## config.mk

```make
export PLATFORM = sky130hd
export DESIGN_NAME = alu_seq
export DESIGN_NICKNAME = d
export VERILOG_FILES = /design/src/rtl/alu_pkg.sv /design/src/rtl/alu_mul_iter.sv /design/src/rtl/alu_seq.sv
export SDC_FILE = /design/constraint.sdc
export NUM_CORES = 1
export LEC_CHECK = 0
export ABC_CLOCK_PERIOD_IN_PS = 7500
export CORE_MARGIN = 3
export CORE_UTILIZATION = 50
export DETAILED_ROUTE_END_ITERATION = 10
export GPL_ROUTABILITY_DRIVEN = 0
export PLACE_DENSITY = 0.79
export SETUP_SLACK_MARGIN = 0.3
export SKIP_CTS_REPAIR_TIMING = 1
export SLEW_MARGIN = 10
export SYNTH_ARGS = -nofsm -noshare
export SYNTH_HDL_FRONTEND = slang
export SYNTH_SLANG_ARGS = --single-unit
```

## constraint.sdc

```tcl
create_clock -name clk -period 7.5 [get_ports clk]
set_input_delay 1.5 -clock clk [delete_from_list [all_inputs] [get_ports clk]]
set_output_delay 1.5 -clock clk [all_outputs]
set_load 0.02 [all_outputs]
```

## src/rtl/alu_pkg.sv

```systemverilog
//------------------------------------------------------------------------------
// Module : alu_pkg
// Brief  : Opcodes, FSM state encoding and width helpers for alu_seq.
// Rev    : 1.0  initial release
//------------------------------------------------------------------------------
`default_nettype none

package alu_pkg;

  localparam logic [3:0] OP_ADD  = 4'b0000;
  localparam logic [3:0] OP_SUB  = 4'b0001;
  localparam logic [3:0] OP_NOT  = 4'b0010;
  localparam logic [3:0] OP_AND  = 4'b0011;
  localparam logic [3:0] OP_OR   = 4'b0100;
  localparam logic [3:0] OP_XOR  = 4'b0101;
  localparam logic [3:0] OP_SLT  = 4'b0110;
  localparam logic [3:0] OP_EQ   = 4'b0111;
  localparam logic [3:0] OP_SLL  = 4'b1000;
  localparam logic [3:0] OP_SRL  = 4'b1001;
  localparam logic [3:0] OP_SRA  = 4'b1010;
  localparam logic [3:0] OP_MUL  = 4'b1011;
  localparam logic [3:0] OP_SLTU = 4'b1100;

  typedef enum logic [1:0] {
    ST_IDLE = 2'd0,
    ST_BUSY = 2'd1,
    ST_DONE = 2'd2
  } state_e;

  function automatic int msb_idx(input int width);
    return width - 1;
  endfunction

endpackage

`default_nettype wire

```

## src/rtl/alu_mul_iter.sv

```systemverilog
//------------------------------------------------------------------------------
// Module : alu_mul_iter
// Brief  : Iterative shift-add multiplier, one multiplier bit per cycle.
// Rev    : 1.0  initial release
//------------------------------------------------------------------------------
`default_nettype none

module alu_mul_iter #(
  parameter int DWIDTH = 8
) (
  input  logic                  clk,
  input  logic                  rst,
  input  logic                  start_i,
  input  logic [DWIDTH-1:0]     a_i,
  input  logic [DWIDTH-1:0]     b_i,
  output logic                  done_o,
  output logic [2*DWIDTH-1:0]   prod_o
);

  localparam int CW = $clog2(DWIDTH);

  logic [DWIDTH-1:0]   mcand_q;
  logic [DWIDTH-1:0]   mplier_q;
  logic [2*DWIDTH-1:0] acc_q;
  logic [2*DWIDTH-1:0] acc_d;
  logic [CW-1:0]       cnt_q;
  logic                busy_q;
  logic [DWIDTH:0]     sum_d;

  // Add into the upper half, then shift the whole accumulator right with the carry.
  assign sum_d  = {1'b0, acc_q[2*DWIDTH-1:DWIDTH]} + (mplier_q[0] ? {1'b0, mcand_q} : '0);
  assign acc_d  = {sum_d, acc_q[DWIDTH-1:1]};
  assign done_o = busy_q && (cnt_q == '0);
  assign prod_o = acc_d;

  always_ff @(posedge clk) begin
    if (rst) begin
      mcand_q  <= '0;
      mplier_q <= '0;
      acc_q    <= '0;
      cnt_q    <= '0;
      busy_q   <= 1'b0;
    end else if (start_i) begin
      mcand_q  <= a_i;
      mplier_q <= b_i;
      acc_q    <= '0;
      cnt_q    <= CW'(DWIDTH - 1);
      busy_q   <= 1'b1;
    end else if (busy_q) begin
      acc_q    <= acc_d;
      mplier_q <= mplier_q >> 1;
      cnt_q    <= cnt_q - 1'b1;
      if (cnt_q == '0) begin
        busy_q <= 1'b0;
      end
    end
  end

endmodule

`default_nettype wire

```

## src/rtl/alu_seq.sv

```systemverilog
//------------------------------------------------------------------------------
// Module : alu_seq
// Brief  : Registered ALU with valid/ready handshakes and iterative multiply.
// Rev    : 1.0  initial release
//------------------------------------------------------------------------------
`default_nettype none

module alu_seq
  import alu_pkg::*;
#(
  parameter int DWIDTH = 8,
  parameter int SHW    = $clog2(DWIDTH)
) (
  input  logic              clk,
  input  logic              rst,
  input  logic              in_valid,
  output logic              in_ready,
  input  logic [DWIDTH-1:0] a,
  input  logic [DWIDTH-1:0] b,
  input  logic [3:0]        fun_sel,
  output logic              out_valid,
  input  logic              out_ready,
  output logic [DWIDTH-1:0] result,
  output logic              carry,
  output logic              overflow,
  output logic              zero,
  output logic              comp_o
);

  localparam int MSB = msb_idx(DWIDTH);

  state_e              state_q;
  logic                out_valid_q;
  logic [DWIDTH-1:0]   result_q;
  logic                carry_q;
  logic                overflow_q;
  logic                zero_q;
  logic                comp_q;

  logic [DWIDTH:0]     add_d;
  logic [DWIDTH:0]     sub_d;
  logic                add_ovf;
  logic                sub_ovf;
  logic [SHW-1:0]      shamt;
  logic [DWIDTH-1:0]   res_d;
  logic                c_d;
  logic                v_d;
  logic                cmp_d;
  logic                accept;
  logic                mul_start;
  logic                mul_done;
  logic [2*DWIDTH-1:0] mul_prod;

  assign in_ready  = (state_q == ST_IDLE) || ((state_q == ST_DONE) && out_ready);
  assign accept    = in_valid && in_ready;
  assign mul_start = accept && (fun_sel == OP_MUL);

  assign out_valid = out_valid_q;
  assign result    = result_q;
  assign carry     = carry_q;
  assign overflow  = overflow_q;
  assign zero      = zero_q;
  assign comp_o    = comp_q;

  assign add_d   = {1'b0, a} + {1'b0, b};
  assign sub_d   = {1'b0, a} + {1'b0, ~b} + {{DWIDTH{1'b0}}, 1'b1};
  assign add_ovf = (a[MSB] == b[MSB]) && (add_d[MSB] != a[MSB]);
  assign sub_ovf = (a[MSB] != b[MSB]) && (sub_d[MSB] != a[MSB]);
  assign shamt   = b[SHW-1:0];

  always_comb begin
    res_d = '0;
    c_d   = 1'b0;
    v_d   = 1'b0;
    cmp_d = 1'b0;
    case (fun_sel)
      OP_ADD:  begin res_d = add_d[DWIDTH-1:0]; c_d = add_d[DWIDTH]; v_d = add_ovf; end
      OP_SUB:  begin res_d = sub_d[DWIDTH-1:0]; c_d = sub_d[DWIDTH]; v_d = sub_ovf; end
      OP_NOT:  res_d = ~a;
      OP_AND:  res_d = a & b;
      OP_OR:   res_d = a | b;
      OP_XOR:  res_d = a ^ b;
      OP_SLT:  begin cmp_d = sub_d[MSB] ^ sub_ovf; res_d[0] = cmp_d; end
      OP_EQ:   begin cmp_d = (a == b); res_d = sub_d[DWIDTH-1:0]; end
      OP_SLL:  res_d = a << shamt;
      OP_SRL:  res_d = a >> shamt;
      OP_SRA:  res_d = DWIDTH'($signed(a) >>> shamt);
      OP_SLTU: begin cmp_d = (a < b); res_d[0] = cmp_d; end
      default: res_d = '0;
    endcase
  end

  alu_mul_iter #(
    .DWIDTH (DWIDTH)
  ) u_mul (
    .clk     (clk),
    .rst     (rst),
    .start_i (mul_start),
    .a_i     (a),
    .b_i     (b),
    .done_o  (mul_done),
    .prod_o  (mul_prod)
  );

  always_ff @(posedge clk) begin
    if (rst) begin
      state_q     <= ST_IDLE;
      out_valid_q <= 1'b0;
      result_q    <= '0;
      carry_q     <= 1'b0;
      overflow_q  <= 1'b0;
      zero_q      <= 1'b0;
      comp_q      <= 1'b0;
    end else begin
      case (state_q)
        ST_IDLE, ST_DONE: begin
          if (accept) begin
            if (fun_sel == OP_MUL) begin
              state_q     <= ST_BUSY;
              out_valid_q <= 1'b0;
            end else begin
              state_q     <= ST_DONE;
              out_valid_q <= 1'b1;
              result_q    <= res_d;
              carry_q     <= c_d;
              overflow_q  <= v_d;
              zero_q      <= (res_d == '0);
              comp_q      <= cmp_d;
            end
          end else if ((state_q == ST_DONE) && out_ready) begin
            state_q     <= ST_IDLE;
            out_valid_q <= 1'b0;
          end
        end
        ST_BUSY: begin
          // Capture the final accumulator value on the last iteration edge.
          if (mul_done) begin
            state_q     <= ST_DONE;
            out_valid_q <= 1'b1;
            result_q    <= mul_prod[DWIDTH-1:0];
            carry_q     <= |mul_prod[2*DWIDTH-1:DWIDTH];
            overflow_q  <= 1'b0;
            zero_q      <= (mul_prod[DWIDTH-1:0] == '0);
            comp_q      <= 1'b0;
          end
        end
        default: state_q <= ST_IDLE;
      endcase
    end
  end

endmodule

`default_nettype wire

```

==> results of run 1 <==
==> worst paths after layout <==
check | cells past startpoint | slack (ns) | endpoint
worst max register to register | 11 | 4.34 | carry$_SDFFE_PP0P_
worst min register to register | 2 | 0.49 | comp_o$_SDFFE_PP0P_
worst max-delay path | 17 | 1.97 | zero$_SDFFE_PP0P_
worst min-delay path | 2 | 0.49 | comp_o$_SDFFE_PP0P_
==> critical path: stages <==
cell and delay (ns):
clkdlybuf4s50_1 0.85, inv_2 0.23, ha_1 0.44, inv_1 0.09
a21oi_1 0.09, o31ai_1 0.33, a21oi_1 0.12, nor2_1 0.10
nor2_1 0.06, fa_1 0.55, nand2b_1 0.08, a32o_1 0.26
a22oi_1 0.13, o22ai_1 0.11, a211o_1 0.25, or3_1 0.33
o32ai_2 0.19
==> state kept, by name (all words and copies together), names as in the netlist <==
register and cells:
u_mul.acc_q 15, result 8, u_mul.mcand_q 8, u_mul.mplier_q 8
u_mul.cnt_q 3, state_q 2, carry 1, comp_o 1
out_valid 1, overflow 1, u_mul.busy_q 1, zero 1
==> cells in the final DEF, fill, tap and decap left out, types with 6 or more instances in the layout <==
| cell type | synthesis | routed |
|---|---|---|
| clkdlybuf4s50_1 | 0 | 37 |
| clkbuf_8 | 0 | 6 |
| nor2_1 | 73 | 73 |
| inv_1 | 33 | 33 |
| nor3_1 | 6 | 6 |
| and2_1 | 10 | 10 |
| nor4_1 | 8 | 8 |
| a22oi_1 | 9 | 9 |
| nand4_1 | 7 | 7 |
| nand3_1 | 14 | 14 |
| nand2_1 | 25 | 25 |
| mux4_2 | 7 | 7 |
| nor2b_1 | 10 | 10 |
| xor2_1 | 6 | 6 |
| a211oi_1 | 15 | 15 |
| ha_1 | 35 | 35 |
| buf_4 | 0 | 7 |
| mux2i_1 | 29 | 29 |
| o21ai_0 | 22 | 22 |
| dfxtp_1 | 50 | 50 |
| nand2b_1 | 13 | 13 |
| a21oi_1 | 42 | 42 |
==> routing by layer <==
layer  wire length (um)  track usage  share of wire
met5                  0            0              0
met4                472        0.111          0.040
met3                937       0.0407          0.080
met2               5360        0.376           0.46
met1               4940        0.311           0.42
==> layout make-up <==
type | count | area [sq um] | share of cell area
inverter | 34 | 128 | 0.0264
tap | 105 | 131 | 0.0272
multi-input combinational | 423 | 3050 | 0.631
clock inverter | 2 | 16.3 | 0.00337
sequential | 50 | 1000 | 0.207
timing repair buffer | 44 | 423 | 0.0876
clock buffer | 6 | 82.6 | 0.0171
==> cells by family (layout without fill, tap and decap cells) <==
family | after synthesis | in the layout | synth area share
AOI/OAI and AO/OA | 145 | 145 | 0.229
xor gates and xnor gates | 11 | 11 | 0.0222
adders and majority gates | 39 | 39 | 0.119
buffers and inverters | 71 | 86 | 0.0664
DFF | 50 | 50 | 0.231
muxes | 41 | 41 | 0.116
and+or+nand+nor | 187 | 187 | 0.216
==> power groups by stage <==
stage / Clock (mW) / Combinational, mW / Sequential, mW
6_report: 0.172 / 0.190 / 0.277
5_1_grt: 0.189 / 0.205 / 0.278
4_1_cts: 0.176 / 0.186 / 0.277
3_5_place_dp: 0 / 0.185 / 0.283
3_3_place_gp: 0 / 0.182 / 0.283
2_1_floorplan: 0 / 0.122 / 0.288
==> stage by stage <==
stage	worst slack (ns)	instance area (sq um)	cells
floorplan	2.61	4340	544
global placement	1.90	4730	656
detailed placement	1.72	4730	656
CTS	2.02	4830	664
global route	1.70	4830	664
finish	1.97	4830	664
==> cell usage after synthesis (6+ instances only) <==
master    instances
nor2_1           73
nand3_1          14
a211oi_1         15
and2_1           10
a22oi_1           9
a21oi_1          42
dfxtp_1          50
nand4_1           7
nor3_1            6
clkbuf_1         24
inv_1            33
mux4_2            7
mux2i_1          29
buf_2            11
nand2_1          25
nor4_1            8
ha_1             35
xor2_1            6
o21ai_0          22
nand2b_1         13
nor2b_1          10
==> summary.md, run 1 <==
| Metric | Value |
|---|---|
| Top FF cell, synth | dfxtp_1 |
| Sw power | 0.211 mW |
| Clk_lat worst skew | 0.31 ns |
| Synth warnings | 0 |
| Post-layout util | 0.582 |
| First-pass GRT wire length | 19000 um |
| Final Max Tran Viols | 0 |
| Initial DRC count | 423 |
| I/O Pins | 38 |
| Fraction of layout cells with a size suffix above 1 | 0.0680 |
| Yosys top cell by area | dfxtp_1 |
| DR pass1 iterations | 5 |
| Syn nets | 607 |
| Top cells by area, synth | dfxtp_1, ha_1, mux2i_1 |
| CP Launch Type | primary input |
| Max-cap violations | 0 |
| Switch share | 0.330 |
| Post-route ant nets | 0 |
| Final wirelength | 11700 um |
| Initial core utilization | 0.522 |
| Routed len/inst | 17.6 um |
| Clock Sinks | 50 |
| Setup TNS | 0 ns |
| Final worst path period need | 5.53 ns |
| CTS root buffer | clkbuf_8 |
| Setup-failing EPs final | 0 |
| Worst Setup End Kind | flop |
| DRC Markers | 0 |
| Final Cycle Share | 0.738 |
| Total number of vias | 4240 |
| CORE AREA | 8300 sq um |
| TritonCTS Buffers | 5 |
| Post-synthesis cell count | 544 |
| Internal | 0.428 mW |
| Rows | 33 |
| Required time worst endpoint | 7.72 ns |
| Antenna fix cells | 0 |
| Worst Max-Slew Pin Slew | 1.20 ns |
| Worst hold margin | 0.487 ns |
| Data arrival, critical path | 5.75 ns |
| Vias/cell | 6.39 |
| Reg power frac | 0.434 |
| Mapped Area | 4340 sq um |
| Tot Pwr | 0.638 mW |
| CP Launch Point | b[2] |
| Status | finished clean |
| Die area | 9820 sq um |
| Clock skew | 0.00865 ns |
| PwrDens | 132 nW/um^2 |
| CTS tree | yes |
| Leakage power | 1.94 nW |
| Vert. Die Dim | 99.1 um |
| Grt ovf | 0 |
| Logic pwr share | 0.297 |
| IO Port Bufs | 37 |
| Min-delay worst type | flop to flop |
| Fillers | 743 |
| H-tree Lvls | 2 |
| Die W | 99.1 um |
| Relative slew slack | 0.193 |
| Area grow syn2layout | 11.4% |
| Avg Inst Size Synth | 7.97 sq um |
| Share of the synthesized area in the top cell type | 0.231 |
| Yosys cell types | 68 |
| CP max FO | 16 |
| Reg2reg start | u_mul.mplier_q[0]$_SDFFE_PP0P_ |
| Nets | 621 |
| Clk slew on worst S/H paths | 0.09 ns |
| CTS max path bufs | 2 |
| Vias in the first global route | 4016 |
| Initial antenna violation count | 0 |
| Maximum vdd drop | 127 uV |
| Global Route Usage Sum | 0.236 |
| Clock Power Share | 0.269 |
| Ys async rst share | 0 |
| EDFF count, synth | 0 |
| HP Start | comp_o$_SDFFE_PP0P_ |
| Post-DP HPWL | 8760 um |
| Hold Fails Final Rpt | 0 |
| Sequential-to-total area share from yosys stat | 0.231 |
| RSZ-0062 raised after global routing | no |
| Seq cells post-synth | 50 |
| Fmax | 181 MHz |
| Crit Path Class | primary input to flop |
| Largest net degree at the start of global routing | 43 |
No activity file was read; power rests on OpenSTA's default activity.
==> inputs of run 2 (changes only) <==
- ABC_CLOCK_PERIOD_IN_PS: 7500 -> 4600
- PLACE_DENSITY: 0.79 -> 0.81
- clock period: 7.5 -> 4.6 ns (I/O delays scaled with it)
==> summary.md, run 2 (synthesis results as in run 1) <==
| Metric | Value |
|---|---|
| Status | finished clean |
| Clock Sinks | 50 (unchanged) |
| First-pass GRT wire length | 20100 um (+5.8%) |
| CTS max path bufs | 2 (unchanged) |
| Fraction of layout cells with a size suffix above 1 | 0.124 (+0.0559) |
| Placed instance area | 4880 sq um (+3.2%) |
| Clock Power Share | 0.249 (-0.020) |
| Initial DRC count | 421 (-0.47%) |
| Post-route ant nets | 0 (unchanged) |
| Final worst path period need | 4.17 ns |
| Data arrival, critical path | 4.38 ns (-1.37 ns) |
| Die area | 9820 sq um (unchanged) |
| Maximum vdd drop | 144 uV (+14%) |
| DR pass1 iterations | 5 (unchanged) |
| Slowest CP cell | fa_1 |
| Routed len/inst | 17.8 um (+0.91%) |
| Multi-input gate area | 3110 sq um (+2.2%) |
| Reg2reg start | u_mul.mplier_q[0]$_SDFFE_PP0P_ |
| Worst Max-Slew Pin Slew | 1.23 ns (+0.0298 ns) |
| Total number of vias | 4352 (+2.6%) |
| Worst Setup End Kind | flop |
| DRC Markers | 0 (unchanged) |
| # placed instances | 676 (+3.0%) |
| Clock skew | 0.0137 ns (+0.00507 ns) |
| Fmax | 240 MHz |
| Rows | 33 (unchanged) |
| Largest net degree at the start of global routing | 33 (-23%) |
| Clk_lat worst skew | 0.31 ns (about the same) |
| Worst Path Buf+Inv | 3 (unchanged) |
| Leakage power | 2.12 nW (+9.7%) |
| Worst path max stage delay | 0.57 ns (-0.28 ns) |
| CORE AREA | 8300 sq um (unchanged) |
| Sw power | 0.360 mW (+71%) |
| Relative slew slack | 0.169 (-0.0241) |
| Hold Fails Final Rpt | 0 (unchanged) |
| Setup TNS | 0 ns (unchanged) |
| Seq. cell area | 1000 sq um (unchanged) |
| Tot Pwr | 1.07 mW (+67%) |
| Vert. Die Dim | 99.1 um (unchanged) |
| Min-delay worst type | flop to flop |
| Logic pwr share | 0.327 (+0.030) |
| CP Launch Point | b[5] |
| Required time worst endpoint | 4.81 ns (-2.91 ns) |
| Final Max Tran Viols | 0 (unchanged) |
| Final Cycle Share | 0.907 |
| HP Start | u_mul.acc_q[11]$_SDFFE_PP0P_ |
| Crit-path cells | clkdlybuf4s50_1 > inv_1 > ha_1 > inv_1 > a21oi_1 > nor2_1 > nor2_2 > fa_1 > nand2b_1 > a32o_2 > a22oi_2 > o22ai_1 > a211o_1 > or3_1 > o32ai_2 |
| Antenna fix cells | 0 (unchanged) |
| Post-layout util | 0.613 (+0.0308) |
| Commonest non-fill, non-tap cells in the layout | nor2_1, dfxtp_1, a21oi_1 |
| Grt ovf | 0 (unchanged) |
| Global Route Usage Sum | 0.245 (+0.00972) |
| Setup-failing EPs final | 0 (unchanged) |
| Switch share | 0.338 (+0.00806) |
| Non-filler cells, final | 686 (+3.3%) |
| Commonest non-fill, non-tap cell in the layout | nor2_1 |
| Fillers | 711 (-4.3%) |
| Internal | 0.705 mW (+65%) |
| CP Launch Type | primary input |
| Vias in the first global route | 4165 (+3.7%) |
| Area grow syn2layout | 17.3% |
| Post-DP HPWL | 9170 um (+4.7%) |
| Final wirelength | 12200 um (+4.3%) |
| CTS root buffer | clkbuf_8 |
| RSZ-0062 raised after global routing | no |
| Final instance area | 5080 sq um (+5.3%) |
| Max-cap violations | 0 (unchanged) |
| Vias/cell | 6.34 (-0.65%) |
| Initial core utilization | 0.522 (unchanged) |
| Max reg flops | 15 (unchanged) |
| Initial antenna violation count | 0 (unchanged) |
| PwrDens | 210 nW/um^2 (+59%) |
| Delay-heaviest family, CP | compound AO/OA/AOI/OAI gates |
| CP max FO | 4 (-12) |
| Crit Path Class | primary input to flop |
| Reg power frac | 0.424 (-0.010) |
| Nets | 643 (+3.5%) |
| CTS tree | yes |
| IO Port Bufs | 37 (unchanged) |
| Clk slew on worst S/H paths | 0.11 ns (+0.02 ns) |
| H-tree Lvls | 2 (unchanged) |
| Most used cell, CP | inv_1 |
| TritonCTS Buffers | 5 (unchanged) |
| I/O Pins | 38 (unchanged) |
| Die W | 99.1 um (unchanged) |
| Biggest register | u_mul.acc_q |
-- run 2: changes by cell type in the layout (fill, tap and decap cells not counted), moves of 2 or more --
cell             change
ha_4                 +3
clkdlybuf4s50_1      -9
buf_4               +20
inv_1                -3
inv_2                +3
dlymetal6s2s_1       +9
buf_6                +2
ha_1                 -4
-- run 2: power by group through the flow --
stage                     Clock (mW)  Sequential [mW]  Combinational [mW]
after floorplan                    0            0.469               0.199
after global placement             0            0.461               0.319
after detailed placement           0            0.462               0.325
after CTS                      0.269            0.452               0.327
after global routing           0.289            0.453               0.375
final                          0.265            0.452               0.349
-- run 2: area by class of cell --
| type | instances | share of cell area |
|---|---|---|
| clock buffers | 5 | 0.0135 |
| multi-input cells | 423 | 0.612 |
| clock inverters | 3 | 0.00468 |
| flip-flops and latches | 50 | 0.197 |
| inverters | 34 | 0.0251 |
| well taps | 105 | 0.0258 |
| repair buffers | 66 | 0.122 |
-- run 2: worst paths after layout --
path	to	slack [ns]	cells past startpoint
setup reg to reg	carry$_SDFFE_PP0P_	1.55	11
setup / recovery	zero$_SDFFE_PP0P_	0.43	15
hold reg to reg	u_mul.acc_q[11]$_SDFFE_PP0P_	0.49	2
hold / removal	u_mul.acc_q[11]$_SDFFE_PP0P_	0.49	2
-- run 2: tightest hold or removal path, stage by stage (launching register included) --
cell,delay (ns)
dfxtp_1,0.34
nand2b_1,0.07
a21oi_1,0.06
-- run 2: routing by layer --
layer	wire, um	up-vias	share of wire	GRT usage
li1	-	2038	-	-
met1	5100	2008	0.42	0.332
met2	5480	248	0.45	0.392
met3	1090	58	0.090	0.0372
met4	542	0	0.044	0.101
met5	0	-	0	0
-- run 2: through the flow --
step	hold WS [ns]	worst slack [ns]
finish	0.495	0.430
global route	0.510	0.306
CTS	0.493	0.277
detailed placement	0.477	-0.0240
global placement	0.462	0.150
floorplan	0.455	0.428
